`config.mk`:
```
export PLATFORM = sky130hd
export DESIGN_NAME = mmio_io_unit
export DESIGN_NICKNAME = d
export VERILOG_FILES = /design/src/rtl/mmio_io_unit.sv
export SDC_FILE = /design/constraint.sdc
export NUM_CORES = 1
export LEC_CHECK = 0
export ABC_AREA = 1
export CAP_MARGIN = 25
export CORE_ASPECT_RATIO = 1.25
export CORE_MARGIN = 4
export CORE_UTILIZATION = 24
export DETAILED_ROUTE_END_ITERATION = 8
export HOLD_SLACK_MARGIN = 0.02
export SETUP_SLACK_MARGIN = 0.1
export SYNTH_ARGS = -nofsm -noshare
export SYNTH_HDL_FRONTEND = slang
export SYNTH_SLANG_ARGS = --single-unit
```
`constraint.sdc`:
```
create_clock -name clk -period 4.4 [get_ports clk]
set_input_delay 1.32 -clock clk [delete_from_list [all_inputs] [get_ports clk]]
set_output_delay 1.32 -clock clk [all_outputs]
set_load 0.005 [all_outputs]
```
`src/rtl/mmio_io_unit.sv`:
```
`default_nettype none
// ============================================================================
// mmio_io_unit: UART TX holding register, RX FIFO and cycle/instruction
// counters behind decode-stage MMIO strobes, with a registered read word.
// Revision: 1.0
// ============================================================================
module mmio_io_unit #(
  parameter int RX_DEPTH = 4,
  parameter int CNT_W    = 32
) (
  input  logic        clk,
  input  logic        reset_n,
  input  logic        io_rd,
  input  logic [1:0]  rd_sel,
  input  logic [1:0]  uart_sel,
  input  logic        uart_re,
  input  logic        uart_we,
  input  logic [7:0]  wdata,
  input  logic        ct_sel,
  input  logic        ct_reset,
  input  logic        instr_valid,
  output logic [7:0]  tx_data,
  output logic        tx_valid,
  input  logic        tx_ready,
  input  logic [7:0]  rx_data,
  input  logic        rx_valid,
  output logic        rx_ready,
  output logic [31:0] io_rdata,
  output logic        tx_overrun
);

  localparam int AW = $clog2(RX_DEPTH);

  logic [7:0]       fifo_mem [RX_DEPTH];
  logic [AW-1:0]    wr_ptr;
  logic [AW-1:0]    rd_ptr;
  logic [AW:0]      count;
  logic [CNT_W-1:0] cyc_cnt;
  logic [CNT_W-1:0] ins_cnt;
  logic [31:0]      cyc_word;
  logic [31:0]      ins_word;
  logic [31:0]      uart_word;
  logic             empty;
  logic             full;
  logic             push;
  logic             pop;
  logic             handoff;
  logic             tx_accept;

  // Depth is a power of two, so the count MSB alone marks "full".
  assign empty     = (count == '0);
  assign full      = count[AW];
  assign rx_ready  = !full;
  assign push      = rx_valid && !full;
  assign pop       = uart_re && !empty;
  assign handoff   = tx_valid && tx_ready;
  assign tx_accept = uart_we && (!tx_valid || handoff);

  generate
    if (CNT_W < 32) begin : g_cnt_ext
      assign cyc_word = {{(32-CNT_W){1'b0}}, cyc_cnt};
      assign ins_word = {{(32-CNT_W){1'b0}}, ins_cnt};
    end else begin : g_cnt_full
      assign cyc_word = cyc_cnt[31:0];
      assign ins_word = ins_cnt[31:0];
    end
  endgenerate

  always_comb begin
    uart_word = 32'd0;
    case (uart_sel)
      2'b00:   uart_word = empty ? 32'd0 : {24'd0, fifo_mem[rd_ptr]};
      2'b01:   uart_word = {31'd0, !tx_valid};
      2'b10:   uart_word = {31'd0, !empty};
      default: uart_word = 32'd0;
    endcase
  end

  always_ff @(posedge clk) begin
    if (push) fifo_mem[wr_ptr] <= rx_data;
  end

  always_ff @(posedge clk or negedge reset_n) begin
    if (!reset_n) begin
      wr_ptr <= '0;
      rd_ptr <= '0;
      count  <= '0;
    end else begin
      if (push) wr_ptr <= wr_ptr + 1'b1;
      if (pop)  rd_ptr <= rd_ptr + 1'b1;
      if (push && !pop)      count <= count + 1'b1;
      else if (pop && !push) count <= count - 1'b1;
    end
  end

  always_ff @(posedge clk or negedge reset_n) begin
    if (!reset_n) begin
      tx_data    <= 8'd0;
      tx_valid   <= 1'b0;
      tx_overrun <= 1'b0;
    end else begin
      if (tx_accept) begin
        tx_data  <= wdata;
        tx_valid <= 1'b1;
      end else if (handoff) begin
        tx_valid <= 1'b0;
      end
      if (uart_we && !tx_accept) tx_overrun <= 1'b1;
    end
  end

  always_ff @(posedge clk or negedge reset_n) begin
    if (!reset_n) begin
      cyc_cnt <= '0;
      ins_cnt <= '0;
    end else if (ct_reset) begin
      cyc_cnt <= '0;
      ins_cnt <= '0;
    end else begin
      cyc_cnt <= cyc_cnt + 1'b1;
      if (instr_valid) ins_cnt <= ins_cnt + 1'b1;
    end
  end

  // Counter reads see the value from before this edge's increment or clear.
  always_ff @(posedge clk or negedge reset_n) begin
    if (!reset_n) begin
      io_rdata <= 32'd0;
    end else if (io_rd) begin
      if (rd_sel == 2'b00)      io_rdata <= uart_word;
      else if (rd_sel == 2'b11) io_rdata <= ct_sel ? ins_word : cyc_word;
    end
  end

endmodule
`default_nettype wire

```
==> impl_results.html, run 1 <==
<table>
<tr><th>Metric</th><th>Value</th></tr>
<tr><th colspan="2">Run status</th></tr>
<tr><td>Run status</td><td>complete, no violations</td></tr>
<tr><th colspan="2">Layout</th></tr>
<tr><td>Ratio of cells with drive above 1 in the final layout</td><td>8.50%</td></tr>
<tr><td>Final core utilization</td><td>a little under a third</td></tr>
<tr><td>Antenna Cells</td><td>0</td></tr>
<tr><td>Multi-input logic area</td><td>~0.0031 sq mm</td></tr>
<tr><td>Count of filler cells inserted in the layout</td><td>around 3300</td></tr>
<tr><td>Net count, final</td><td>1026</td></tr>
<tr><td>Area growth from synthesis to layout</td><td>24.7%</td></tr>
<tr><td>Area taken by flip-flops and latches</td><td>between 0.003 and 0.004 sq mm</td></tr>
<tr><th colspan="2">Clock network</th></tr>
<tr><td>CTS Sinks</td><td>145</td></tr>
<tr><td>Clock buffer depth</td><td>2</td></tr>
<tr><td>CTS tree</td><td>done</td></tr>
<tr><td>Hold-fix buffer count after cts</td><td>0</td></tr>
<tr><td>Htree depth</td><td>4</td></tr>
<tr><td>Number of buffers added by the clock tree synthesis step</td><td>17</td></tr>
<tr><td>Clock root buffer</td><td>sky130_fd_sc_hd__clkbuf_16</td></tr>
<tr><td>Clock network latency to the later pin of the worst-skew pair</td><td>430 ps</td></tr>
<tr><td>Clock transition at the register clock pins on the worst setup and hold paths after CTS</td><td>60 ps</td></tr>
<tr><td>Post-CTS setup buffer count</td><td>0</td></tr>
<tr><td>CTS resizes</td><td>0</td></tr>
<tr><th colspan="2">Global route</th></tr>
<tr><td>Initial antenna violation count</td><td>0</td></tr>
<tr><td>Via count of the first global-routing pass</td><td>between 6000 and 7000</td></tr>
<tr><td>Wire length of the first global-routing pass</td><td>approximately 32 mm</td></tr>
<tr><td>Global route total overflow</td><td>0</td></tr>
<tr><td>Maximum number of pins on one net before global-route repair</td><td>66</td></tr>
<tr><td>Gr usage total</td><td>a little under an eighth</td></tr>
<tr><th colspan="2">Timing</th></tr>
<tr><td>Setup repair after global routing missed its margin</td><td>false</td></tr>
<tr><td>Slew HR</td><td>a little over two fifths</td></tr>
<tr><td>Final hold violation count</td><td>0</td></tr>
<tr><td>Setup Skew</td><td>around 15 ps</td></tr>
<tr><td>Number of pins exceeding their max-slew limit in the final report</td><td>0</td></tr>
<tr><td>Final critical path time including I/O delays and setup</td><td>~2800 ps</td></tr>
<tr><td>Period utilization</td><td>~63%</td></tr>
<tr><td># setup viols final</td><td>0</td></tr>
<tr><td>Fmax</td><td>359 MHz</td></tr>
<tr><td>Final-layout setup total negative slack</td><td>0 ps</td></tr>
<tr><td>Worst Tran Pin Value</td><td>around 850 ps</td></tr>
<tr><th colspan="2">Power and ir drop</th></tr>
<tr><td>Leakage</td><td>0.00376 uW</td></tr>
<tr><td>Areal power density over the cells</td><td>410 mW/mm^2</td></tr>
<tr><td>Highest ir drop seen on vdd</td><td>around 0.00023 V</td></tr>
<tr><th colspan="2">Floorplan</th></tr>
<tr><td>Number of primary I/O pins</td><td>73</td></tr>
<tr><td>Vertical die dimension</td><td>roughly 200 um</td></tr>
<tr><td>Number of core rows</td><td>71</td></tr>
<tr><td>Full die area</td><td>between 0.03 and 0.04 sq mm</td></tr>
<tr><td>Initial standard-cell utilization of the core</td><td>24.4%</td></tr>
<tr><td>Die width</td><td>165 um</td></tr>
<tr><td>Core area</td><td>just over 0.03 sq mm</td></tr>
<tr><th colspan="2">Yosys</th></tr>
<tr><td>Top cells by area, synth</td><td>sky130_fd_sc_hd__dfrtp_1 38%, sky130_fd_sc_hd__edfxtp_1 13%, sky130_fd_sc_hd__nand2_1 12%</td></tr>
<tr><td>Number of flops mapped to enable cells by yosys</td><td>32</td></tr>
<tr><td>YS warnings</td><td>0</td></tr>
<tr><td>Post-Syn Instances</td><td>slightly above 900</td></tr>
<tr><td>Mean instance size in the synthesized netlist</td><td>about 8.1 sq um</td></tr>
<tr><td>Leading cell types by count after synthesis</td><td>244 x sky130_fd_sc_hd__nand2_1, 148 x sky130_fd_sc_hd__nor2_1, 113 x sky130_fd_sc_hd__dfrtp_1, 91 x sky130_fd_sc_hd__inv_1, 84 x sky130_fd_sc_hd__o21ai_0</td></tr>
<tr><td>Synth async-reset ratio</td><td>between 70 and 80%</td></tr>
<tr><td>Synthesized flop and latch total</td><td>between 100 and 150</td></tr>
<tr><td>Area share of the leading cell type in the synthesized netlist</td><td>roughly two fifths</td></tr>
<tr><td>Number of unique standard cell types used by synthesis</td><td>35</td></tr>
<tr><td>Post-synthesis instance area</td><td>approximately 0.0074 sq mm</td></tr>
<tr><td>Sequential area share after synthesis</td><td>51.4%</td></tr>
<tr><td>Synthesized netlist net count</td><td>952</td></tr>
<tr><td>Top FF cell, synth</td><td>sky130_fd_sc_hd__dfrtp_1</td></tr>
<tr><td>Top-count cell post-synth</td><td>sky130_fd_sc_hd__nand2_1</td></tr>
<tr><td>Library cell occupying the most area in the post-synthesis netlist</td><td>sky130_fd_sc_hd__dfrtp_1</td></tr>
<tr><th colspan="2">Place</th></tr>
<tr><td>Count of buffers from port buffering</td><td>72</td></tr>
<tr><td>Placer's final routability congestion estimate</td><td>0.876</td></tr>
<tr><td>HPWL after detailed placement</td><td>~14 mm</td></tr>
<tr><th colspan="2">Setup path</th></tr>
<tr><td>Sort of element at the start of the critical path</td><td>input pin</td></tr>
<tr><td>Worst-case reg-to-reg path depth</td><td>9</td></tr>
<tr><td>Kind of end point of the critical path</td><td>flip-flop</td></tr>
<tr><td>Setup CP Type</td><td>in2reg</td></tr>
<tr><td>Maximum net fanout on the critical path</td><td>24</td></tr>
<tr><td>Data arrival time of the critical path</td><td>between 3000 and 4000 ps</td></tr>
<tr><td>Required time worst endpoint</td><td>roughly 4700 ps</td></tr>
<tr><th colspan="2">Drt</th></tr>
<tr><td>Detailed-router iteration count before antenna repair</td><td>5</td></tr>
<tr><td>Number of DRC violations after detailed-routing iteration 0</td><td>about 380</td></tr>
<tr><td>Count of unresolved DRC violations after routing</td><td>0</td></tr>
<tr><td>Total number of vias</td><td>about 6200</td></tr>
<tr><td>Drt via density</td><td>4.39</td></tr>
<tr><td>Total routed wirelength</td><td>around 19 mm</td></tr>
<tr><td>Wire per inst</td><td>approximately 14 um</td></tr>
<tr><td>Count of nets left with antenna violations after detail routing</td><td>0</td></tr>
<tr><th colspan="2">Min path</th></tr>
<tr><td>Worst min path class</td><td>reg2reg</td></tr>
<tr><td>Worst Hold Path Cells</td><td>2</td></tr>
<tr><th colspan="2">Job</th></tr>
<tr><td>Max-capacitance violation count</td><td>0</td></tr>
</table>
cell families (layout without fill, tap and decap cells):
logic type | after synthesis | after routing | synth area share, %
AO/OA/AOI/OAI | 125 | 125 | 9.12
XOR/XNOR | 13 | 13 | 1.55
adder cells (fa/ha/maj) | 9 | 9 | 1.63
buffers and inverters | 120 | 207 | 6.25
flip-flops | 145 | 145 | 51.4
multiplexers | 14 | 14 | 2.05
AND/OR/NAND/NOR | 487 | 487 | 28.0
state kept, by name (all words and copies together), names as in the netlist:
signal and cells:
cyc_cnt 32, fifo_mem 32, ins_cnt 32, io_rdata 32, tx_data 8, count 3, rd_ptr 2, wr_ptr 2
tx_overrun 1, tx_valid 1
worst max-delay path: stages:
cell and delay (ps):
sky130_fd_sc_hd__clkdlybuf4s50_1 450, sky130_fd_sc_hd__inv_1 40, sky130_fd_sc_hd__ha_1 270, sky130_fd_sc_hd__nor2_1 270
sky130_fd_sc_hd__inv_1 280, sky130_fd_sc_hd__buf_16 240, sky130_fd_sc_hd__a21oi_1 160, sky130_fd_sc_hd__nand2_1 60
cell type report:
class | instances | share of cell area, %
Clock buffer | 18 | 4.67
Clock inverter | 14 | 2.08
Inverter | 95 | 3.88
Multi-Input combinational cell | 648 | 34.0
Sequential cell | 145 | 41.2
Tap cell | 401 | 5.46
Timing Repair Buffer | 80 | 8.69
through the flow:
step	cells	worst slack (ps)	power (uW)	hold slack, ps	instance area, sq um
2_1_floorplan	913	1810	1970	464	7370
3_3_place_gp	1368	981	2230	460	8540
3_5_place_dp	1368	970	2250	456	8540
4_1_cts	1400	1420	3820	485	9160
5_1_grt	1401	1510	3990	495	9190
6_report	1401	1620	3770	484	9190
power by group:
group          internal [uW]  leakage, uW  total [uW]  switching (uW)
clock                    914     0.000298        1550             634
combinational            274      0.00166         597             323
sequential              1510      0.00180        1620             114
total                   2690      0.00376        3770            1070
routing by layer:
| metal | GRT usage, % | share of wire [%] |
|---|---|---|
| met2 | 19.0 | 47 |
| met3 | 2.50 | 5.2 |
| met5 | 0 | 0 |
| met4 | 4.73 | 2.8 |
| met1 | 15.9 | 45 |
final timing paths:
check                      slack [ps]                     start                       end
setup / recovery                 1620                 rd_sel[0]   io_rdata[0]$_DFFE_PN0P_
hold / removal                    480  io_rdata[13]$_DFFE_PN0P_  io_rdata[13]$_DFFE_PN0P_
setup reg to reg                 2480      count[2]$_DFFE_PN0P_      count[2]$_DFFE_PN0P_
hold reg to reg                   480  io_rdata[13]$_DFFE_PN0P_  io_rdata[13]$_DFFE_PN0P_
max in group asynchronous        2410                   reset_n     cyc_cnt[27]$_DFF_PN0_
min in group asynchronous         990                   reset_n   ins_cnt[30]$_DFFE_PN0P_
cell usage in the layout, fill, tap and decap left out, types with 4 or more instances in the layout:
cell type,count
sky130_fd_sc_hd__a211oi_1,4
sky130_fd_sc_hd__a21oi_1,24
sky130_fd_sc_hd__buf_4,8
sky130_fd_sc_hd__clkbuf_16,17
sky130_fd_sc_hd__clkdlybuf4s50_1,71
sky130_fd_sc_hd__dfrtp_1,113
sky130_fd_sc_hd__edfxtp_1,32
sky130_fd_sc_hd__ha_1,8
sky130_fd_sc_hd__inv_1,91
sky130_fd_sc_hd__inv_2,4
sky130_fd_sc_hd__inv_6,5
sky130_fd_sc_hd__mux2_2,9
sky130_fd_sc_hd__mux2i_1,5
sky130_fd_sc_hd__nand2_1,244
sky130_fd_sc_hd__nand2_2,6
sky130_fd_sc_hd__nand3_1,36
sky130_fd_sc_hd__nand4_1,11
sky130_fd_sc_hd__nor2_1,148
sky130_fd_sc_hd__nor2_2,12
sky130_fd_sc_hd__nor2_4,7
sky130_fd_sc_hd__nor3_1,14
sky130_fd_sc_hd__o21ai_0,84
sky130_fd_sc_hd__o221ai_1,6
sky130_fd_sc_hd__xor2_1,11
Power figures use the tool's default switching activity.
==> run 2, diff against run 1 <==
==> constraint.sdc (replaced) <==
create_clock -name clk -period 2.43 [get_ports clk]
set_input_delay 0.729 -clock clk [delete_from_list [all_inputs] [get_ports clk]]
set_output_delay 0.729 -clock clk [all_outputs]
set_load 0.005 [all_outputs]
==> impl_results.html, run 2 (same netlist as run 1, synthesis figures left out) <==
<table>
<tr><th>Metric</th><th>Value</th></tr>
<tr><th colspan="2">Clock network</th></tr>
<tr><td>Htree depth</td><td>4 (unchanged)</td></tr>
<tr><td>Clock root buffer</td><td>sky130_fd_sc_hd__clkbuf_16</td></tr>
<tr><td>CTS tree</td><td>done</td></tr>
<tr><td>Hold-fix buffer count after cts</td><td>0 (unchanged)</td></tr>
<tr><td>Post-CTS setup buffer count</td><td>0 (unchanged)</td></tr>
<tr><td>Clock transition at the register clock pins on the worst setup and hold paths after CTS</td><td>70 ps (about the same)</td></tr>
<tr><td>Clock buffer depth</td><td>2 (unchanged)</td></tr>
<tr><td>CTS Sinks</td><td>145 (unchanged)</td></tr>
<tr><td>CTS resizes</td><td>0 (unchanged)</td></tr>
<tr><td>Number of buffers added by the clock tree synthesis step</td><td>17 (unchanged)</td></tr>
<tr><td>Clock network latency to the later pin of the worst-skew pair</td><td>430 ps (about the same)</td></tr>
<tr><th colspan="2">Floorplan</th></tr>
<tr><td>Die width</td><td>165 um (unchanged)</td></tr>
<tr><td>Number of core rows</td><td>71 (unchanged)</td></tr>
<tr><td>Vertical die dimension</td><td>204 um (unchanged)</td></tr>
<tr><td>Number of primary I/O pins</td><td>73 (unchanged)</td></tr>
<tr><td>Full die area</td><td>0.0336 sq mm (unchanged)</td></tr>
<tr><td>Initial standard-cell utilization of the core</td><td>24.4% (unchanged)</td></tr>
<tr><td>Core area</td><td>0.0302 sq mm (unchanged)</td></tr>
<tr><th colspan="2">Place</th></tr>
<tr><td>Placer's final routability congestion estimate</td><td>0.856 (-2.3%)</td></tr>
<tr><td>HPWL after detailed placement</td><td>14.8 mm (+3.4%)</td></tr>
<tr><td>Placed instance area</td><td>0.00872 sq mm (+2.1%)</td></tr>
<tr><td>Count of buffers from port buffering</td><td>72 (unchanged)</td></tr>
<tr><th colspan="2">Layout</th></tr>
<tr><td>Leading cell type in the layout, fill and taps excluded</td><td>sky130_fd_sc_hd__nand2_1</td></tr>
<tr><td>Fin area</td><td>0.00931 sq mm (+1.3%)</td></tr>
<tr><td>Ratio of cells with drive above 1 in the final layout</td><td>9.94% (+1.4 points)</td></tr>
<tr><td>Net count, final</td><td>1042 (+1.6%)</td></tr>
<tr><td>Final core utilization</td><td>30.8% (+0.40 points)</td></tr>
<tr><td>Area growth from synthesis to layout</td><td>26.3%</td></tr>
<tr><td>Antenna Cells</td><td>0 (unchanged)</td></tr>
<tr><td>Top library cells by usage in the layout, fill and taps aside</td><td>244 x sky130_fd_sc_hd__nand2_1, 148 x sky130_fd_sc_hd__nor2_1, 113 x sky130_fd_sc_hd__dfrtp_1</td></tr>
<tr><th colspan="2">Global route</th></tr>
<tr><td>Maximum number of pins on one net before global-route repair</td><td>55 (-17%)</td></tr>
<tr><td>Wire length of the first global-routing pass</td><td>32.7 mm (+3.0%)</td></tr>
<tr><td>Global route total overflow</td><td>0 (unchanged)</td></tr>
<tr><td>Via count of the first global-routing pass</td><td>6327 (+1.8%)</td></tr>
<tr><td>Gr usage total</td><td>12.3% (+0.27 points)</td></tr>
<tr><td>Initial antenna violation count</td><td>0 (unchanged)</td></tr>
<tr><th colspan="2">Setup path</th></tr>
<tr><td>Worst-case reg-to-reg path depth</td><td>9 (unchanged)</td></tr>
<tr><td>Required time worst endpoint</td><td>1700 ps (-3010 ps)</td></tr>
<tr><td>Setup CP Type</td><td>reg2out</td></tr>
<tr><td>RR Startpoint</td><td>count[0]$_DFFE_PN0P_</td></tr>
<tr><td>Data arrival time of the critical path</td><td>1420 ps (-1670 ps)</td></tr>
<tr><td>Kind of end point of the critical path</td><td>primary output</td></tr>
<tr><td>Maximum net fanout on the critical path</td><td>4 (-83%)</td></tr>
<tr><td>End of the worst register-to-register path</td><td>count[2]$_DFFE_PN0P_</td></tr>
<tr><td>Sort of element at the start of the critical path</td><td>flip-flop</td></tr>
<tr><td>Worst reg-to-reg setup slack</td><td>560 ps (-1920 ps)</td></tr>
<tr><th colspan="2">Power and ir drop</th></tr>
<tr><td>Areal power density over the cells</td><td>724 mW/mm^2 (+77%)</td></tr>
<tr><td>Leakage</td><td>0.00384 uW (+2.2%)</td></tr>
<tr><td>Highest ir drop seen on vdd</td><td>0.000464 V (+100%)</td></tr>
<tr><th colspan="2">Timing</th></tr>
<tr><td>Period utilization</td><td>88.5%</td></tr>
<tr><td>Setup repair after global routing missed its margin</td><td>false</td></tr>
<tr><td>Final critical path time including I/O delays and setup</td><td>around 2200 ps</td></tr>
<tr><td>Final-layout setup total negative slack</td><td>0 ps (unchanged)</td></tr>
<tr><td>Slew HR</td><td>65.8% (+22 points)</td></tr>
<tr><td>Number of pins exceeding their max-slew limit in the final report</td><td>0 (unchanged)</td></tr>
<tr><td>Final hold violation count</td><td>0 (unchanged)</td></tr>
<tr><td>Worst Tran Pin Value</td><td>513 ps (-332 ps)</td></tr>
<tr><td>Fmax</td><td>roughly 460 MHz</td></tr>
<tr><td># setup viols final</td><td>0 (unchanged)</td></tr>
<tr><td>Setup Skew</td><td>10.8 ps (-4.43 ps)</td></tr>
<tr><td>Min Hold Slack</td><td>231 ps (-254 ps)</td></tr>
<tr><th colspan="2">Drt</th></tr>
<tr><td>Drt via density</td><td>4.44 (+1.0%)</td></tr>
<tr><td>Wire per inst</td><td>13.9 um (+1.2%)</td></tr>
<tr><td>Total number of vias</td><td>6286 (+2.2%)</td></tr>
<tr><td>Total routed wirelength</td><td>19.7 mm (+2.3%)</td></tr>
<tr><td>Count of nets left with antenna violations after detail routing</td><td>0 (unchanged)</td></tr>
<tr><td>Count of unresolved DRC violations after routing</td><td>0 (unchanged)</td></tr>
<tr><td>Number of DRC violations after detailed-routing iteration 0</td><td>394 (+4.2%)</td></tr>
<tr><td>Detailed-router iteration count before antenna repair</td><td>5 (unchanged)</td></tr>
<tr><th colspan="2">Job</th></tr>
<tr><td>Max-capacitance violation count</td><td>0 (unchanged)</td></tr>
<tr><th colspan="2">Min path</th></tr>
<tr><td>Worst min path class</td><td>in2async</td></tr>
<tr><th colspan="2">Run status</th></tr>
<tr><td>Run status</td><td>complete, no violations</td></tr>
</table>
==> run 2: cell count changes in the layout (fill, tap and decap cells not counted), sizes merged <==
cell | previous run | this run
clkbuf | 18 | 17
clkinvlp | 2 | 0
bufinv | 3 | 1
buf | 9 | 25
inv | 103 | 105
clkinv | 1 | 4
==> run 2: through the flow <==
stage                     worst slack [ps]  power (uW)  std cells
after global placement               -35.8        4130       1385
after CTS                              245        6850       1417
after floorplan                        436        3560        913
final                                  279        6740       1417
after detailed placement             -6.76        4150       1385
after global routing                   207        7160       1417
==> run 2: how the worst max path moves through the flow <==
| stage | end | start | slack (ps) |
|---|---|---|---|
| 6_report | rx_ready | count[2]$_DFFE_PN0P_ | 280 |
| 5_1_grt | rx_ready | count[2]$_DFFE_PN0P_ | 210 |
| 4_1_cts | rx_ready | count[2]$_DFFE_PN0P_ | 250 |
| 3_5_place_dp | count[2]$_DFFE_PN0P_ | rx_valid | -7 |
| 3_3_place_gp | count[2]$_DFFE_PN0P_ | rx_valid | -40 |
| 2_1_floorplan | count[2]$_DFFE_PN0P_ | rx_valid | 440 |
==> run 2: cell type report <==
class | instances | area, sq um
multi-input cells | 648 | 3120
repair buffers | 96 | 948
well taps | 401 | 502
flip-flops and latches | 145 | 3790
inverters | 95 | 357
clock buffers | 17 | 425
fillers | 3249 | 20900
clock inverters | 15 | 165
==> run 2: worst max-delay path, cell delays in order (launching register included) <==
cell                              delay, ps
sky130_fd_sc_hd__dfrtp_1                360
sky130_fd_sc_hd__inv_1                  120
sky130_fd_sc_hd__clkdlybuf4s50_1        520
==> run 2: power by group <==
part           switching [uW]  leakage [uW]  total, uW  internal [uW]
Clock                    1190      0.000292       2660           1470
Combinational             647       0.00175       1200            551
Sequential                158       0.00180       2880           2730
==> run 2: layer usage <==
metal	track usage [%]	wire (um)	part of all wire, %
met3	2.72	979	5.0
met5	0	0	0
met4	3.45	342	1.7
met2	20.0	9350	47
met1	16.4	9030	46
==> run 3, diff against run 2 <==
--- a/config.mk
+++ b/config.mk
@@ -12,6 +12,7 @@
 export CORE_UTILIZATION = 24
 export DETAILED_ROUTE_END_ITERATION = 8
 export HOLD_SLACK_MARGIN = 0.02
+export PLACE_DENSITY_LB_ADDON = 0.15
 export SETUP_SLACK_MARGIN = 0.1
 export SYNTH_ARGS = -nofsm -noshare
 export SYNTH_HDL_FRONTEND = slang
==> impl_results.html, run 3 (same netlist as run 1, synthesis figures left out) <==
<table>
<tr><th>Metric</th><th>Value</th></tr>
<tr><th colspan="2">Setup path</th></tr>
<tr><td>Kind of end point of the critical path</td><td>primary output</td></tr>
<tr><td>Sort of element at the start of the critical path</td><td>flip-flop</td></tr>
<tr><td>Cell breakdown of the critical path</td><td>inv_1 -&gt; clkdlybuf4s50_1</td></tr>
<tr><td>Worst stage delay on the critical path</td><td>530 ps (about the same)</td></tr>
<tr><td>Data arrival time of the critical path</td><td>1440 ps (+20 ps)</td></tr>
<tr><td>Maximum net fanout on the critical path</td><td>4 (unchanged)</td></tr>
<tr><td>Required time worst endpoint</td><td>1700 ps (about the same)</td></tr>
<tr><td>Setup CP Type</td><td>reg2out</td></tr>
<tr><td>Max stage delay cell, worst path</td><td>sky130_fd_sc_hd__clkdlybuf4s50_1</td></tr>
<tr><th colspan="2">Drt</th></tr>
<tr><td>Count of nets left with antenna violations after detail routing</td><td>0 (unchanged)</td></tr>
<tr><td>Total routed wirelength</td><td>21.8 mm (+11%)</td></tr>
<tr><td>Total number of vias</td><td>6104 (-2.9%)</td></tr>
<tr><td>Detailed-router iteration count before antenna repair</td><td>5 (unchanged)</td></tr>
<tr><td>Count of unresolved DRC violations after routing</td><td>0 (unchanged)</td></tr>
<tr><td>Drt via density</td><td>4.30 (-3.0%)</td></tr>
<tr><td>Wire per inst</td><td>15.4 um (+11%)</td></tr>
<tr><td>Number of DRC violations after detailed-routing iteration 0</td><td>298 (-24%)</td></tr>
<tr><th colspan="2">Clock network</th></tr>
<tr><td>Number of buffers added by the clock tree synthesis step</td><td>17 (unchanged)</td></tr>
<tr><td>Clock network latency to the later pin of the worst-skew pair</td><td>430 ps (about the same)</td></tr>
<tr><td>CTS Sinks</td><td>145 (unchanged)</td></tr>
<tr><td>Clock transition at the register clock pins on the worst setup and hold paths after CTS</td><td>70 ps (about the same)</td></tr>
<tr><td>CTS resizes</td><td>0 (unchanged)</td></tr>
<tr><td>Clock buffer depth</td><td>2 (unchanged)</td></tr>
<tr><td>Post-CTS setup buffer count</td><td>0 (unchanged)</td></tr>
<tr><td>Htree depth</td><td>4 (unchanged)</td></tr>
<tr><td>CTS tree</td><td>done</td></tr>
<tr><td>Clock root buffer</td><td>sky130_fd_sc_hd__clkbuf_16</td></tr>
<tr><td>Hold-fix buffer count after cts</td><td>0 (unchanged)</td></tr>
<tr><th colspan="2">Timing</th></tr>
<tr><td>Setup Skew</td><td>15.2 ps (+4.41 ps)</td></tr>
<tr><td>Slew HR</td><td>61.7% (-4.1 points)</td></tr>
<tr><td># setup viols final</td><td>0 (unchanged)</td></tr>
<tr><td>Final critical path time including I/O delays and setup</td><td>2170 ps (+17.7 ps)</td></tr>
<tr><td>Worst Tran Pin Value</td><td>575 ps (+61.5 ps)</td></tr>
<tr><td>Fmax</td><td>461 MHz (-0.82%)</td></tr>
<tr><td>Final hold violation count</td><td>0 (unchanged)</td></tr>
<tr><td>Number of pins exceeding their max-slew limit in the final report</td><td>0 (unchanged)</td></tr>
<tr><td>Period utilization</td><td>89.3% (+0.73 points)</td></tr>
<tr><td>Setup repair after global routing missed its margin</td><td>false</td></tr>
<tr><th colspan="2">Layout</th></tr>
<tr><td>Leading cell type in the layout, fill and taps excluded</td><td>sky130_fd_sc_hd__nand2_1</td></tr>
<tr><td>Ratio of cells with drive above 1 in the final layout</td><td>10.2% (+0.28 points)</td></tr>
<tr><td>Antenna Cells</td><td>0 (unchanged)</td></tr>
<tr><td>Non-filler instance count after layout</td><td>1419 (+0.14%)</td></tr>
<tr><td>Area growth from synthesis to layout</td><td>26.7%</td></tr>
<tr><td>Fin area</td><td>0.00934 sq mm (+0.36%)</td></tr>
<tr><td>Final core utilization</td><td>30.9% (+0.11 points)</td></tr>
<tr><td>Top library cells by usage in the layout, fill and taps aside</td><td>244 x sky130_fd_sc_hd__nand2_1, 148 x sky130_fd_sc_hd__nor2_1, 113 x sky130_fd_sc_hd__dfrtp_1</td></tr>
<tr><td>Net count, final</td><td>1044 (+0.19%)</td></tr>
<tr><th colspan="2">Place</th></tr>
<tr><td>Total instance count after detailed placement</td><td>1387 (+0.14%)</td></tr>
<tr><td>HPWL after detailed placement</td><td>16.4 mm (+11%)</td></tr>
<tr><td>Placed instance area</td><td>0.00876 sq mm (+0.46%)</td></tr>
<tr><td>Placer's final routability congestion estimate</td><td>0.839 (-2.0%)</td></tr>
<tr><td>Count of buffers from port buffering</td><td>72 (unchanged)</td></tr>
<tr><th colspan="2">Power and ir drop</th></tr>
<tr><td>Proportion of power drawn by flip-flops and latches</td><td>42.8% (about the same)</td></tr>
<tr><td>Areal power density over the cells</td><td>723 mW/mm^2 (-0.15%)</td></tr>
<tr><td>Leakage</td><td>0.00386 uW (+0.40%)</td></tr>
<tr><td>Internal power of the cells</td><td>4740 uW (about the same)</td></tr>
<tr><td>Clock network power share</td><td>39.4% (about the same)</td></tr>
<tr><td>Fraction of power consumed by combinational cells</td><td>17.8% (about the same)</td></tr>
<tr><td>Final total power</td><td>6760 uW (+0.21%)</td></tr>
<tr><td>Highest ir drop seen on vdd</td><td>0.000352 V (-24%)</td></tr>
<tr><td>Sw power</td><td>2020 uW (+0.92%)</td></tr>
<tr><td>Share of total power consumed by net switching</td><td>29.9% (+0.21 points)</td></tr>
<tr><th colspan="2">Floorplan</th></tr>
<tr><td>Core area</td><td>0.0302 sq mm (unchanged)</td></tr>
<tr><td>Initial standard-cell utilization of the core</td><td>24.4% (unchanged)</td></tr>
<tr><td>Full die area</td><td>0.0336 sq mm (unchanged)</td></tr>
<tr><td>Vertical die dimension</td><td>204 um (unchanged)</td></tr>
<tr><td>Number of core rows</td><td>71 (unchanged)</td></tr>
<tr><td>Die width</td><td>165 um (unchanged)</td></tr>
<tr><td>Number of primary I/O pins</td><td>73 (unchanged)</td></tr>
<tr><th colspan="2">Global route</th></tr>
<tr><td>Via count of the first global-routing pass</td><td>6177 (-2.4%)</td></tr>
<tr><td>Initial antenna violation count</td><td>0 (unchanged)</td></tr>
<tr><td>Wire length of the first global-routing pass</td><td>35.1 mm (+7.1%)</td></tr>
<tr><td>Global route total overflow</td><td>0 (unchanged)</td></tr>
<tr><td>Maximum number of pins on one net before global-route repair</td><td>56 (+1.8%)</td></tr>
<tr><td>Gr usage total</td><td>13.6% (+1.3 points)</td></tr>
<tr><th colspan="2">Run status</th></tr>
<tr><td>Run status</td><td>complete, no violations</td></tr>
<tr><th colspan="2">Job</th></tr>
<tr><td>Max-capacitance violation count</td><td>0 (unchanged)</td></tr>
<tr><th colspan="2">Min path</th></tr>
<tr><td>Worst min path class</td><td>in2async</td></tr>
</table>
[run 3: cell types whose count changed in the layout (fill, tap and decap cells not counted), sizes merged]
cell and change:
inv +1, buf +2, clkinv -2, clkinvlp +1
[run 3: final timing paths]
check,startpoint,end,slack (ps),cells after the start
setup / recovery,count[2]$_DFFE_PN0P_,rx_ready,260,2
hold / removal,reset_n,ins_cnt[31]$_DFFE_PN0P_,210,1
setup reg to reg,count[0]$_DFFE_PN0P_,count[2]$_DFFE_PN0P_,580,9
hold reg to reg,tx_overrun$_DFFE_PN0P_,tx_overrun$_DFFE_PN0P_,470,1
max in group asynchronous,reset_n,tx_data[5]$_DFFE_PN0P_,1580,2
min in group clk,tx_overrun$_DFFE_PN0P_,tx_overrun$_DFFE_PN0P_,470,1
[run 3: critical path, delay by kind of cell, from the launching register on]
kind / cells / cell delay (ps)
flops: 1 / 370
buf+inv: 2 / 650
[run 3: cell type report]
type / instances / area (sq um)
fill: 3251 / 20900
sequential: 145 / 3790
multi-input combinational: 648 / 3120
timing repair buffer: 98 / 988
tap: 401 / 502
clock buffer: 17 / 425
inverter: 95 / 357
clock inverter: 15 / 159
[run 3: routing by layer]
| metal | vias up | GRT usage [%] | routed length [um] |
|---|---|---|---|
| met4 | 0 | 3.80 | 333 |
| met5 | - | 0 | 0 |
| met1 | 2861 | 17.2 | 9810 |
| li1 | 3127 | - | - |
| met3 | 19 | 3.23 | 783 |
| met2 | 97 | 23.0 | 10900 |
[run 3: power by group through the flow]
stage / registers (uW) / logic, uW / clock network, uW
floorplan: 2890 / 675 / 0
global placement: 2940 / 1240 / 0
detailed placement: 2940 / 1240 / 0
CTS: 2890 / 1240 / 2750
global route: 2920 / 1380 / 2870
finish: 2890 / 1200 / 2660
[run 3: stage by stage]
stage | setup TNS [ps] | worst slack (ps) | hold slack (ps)
floorplan | 0 | 436 | 433
global placement | -34.0 | -34.0 | 457
detailed placement | -10.2 | -10.2 | 461
CTS | 0 | 222 | 199
global route | 0 | 190 | 210
finish | 0 | 261 | 210
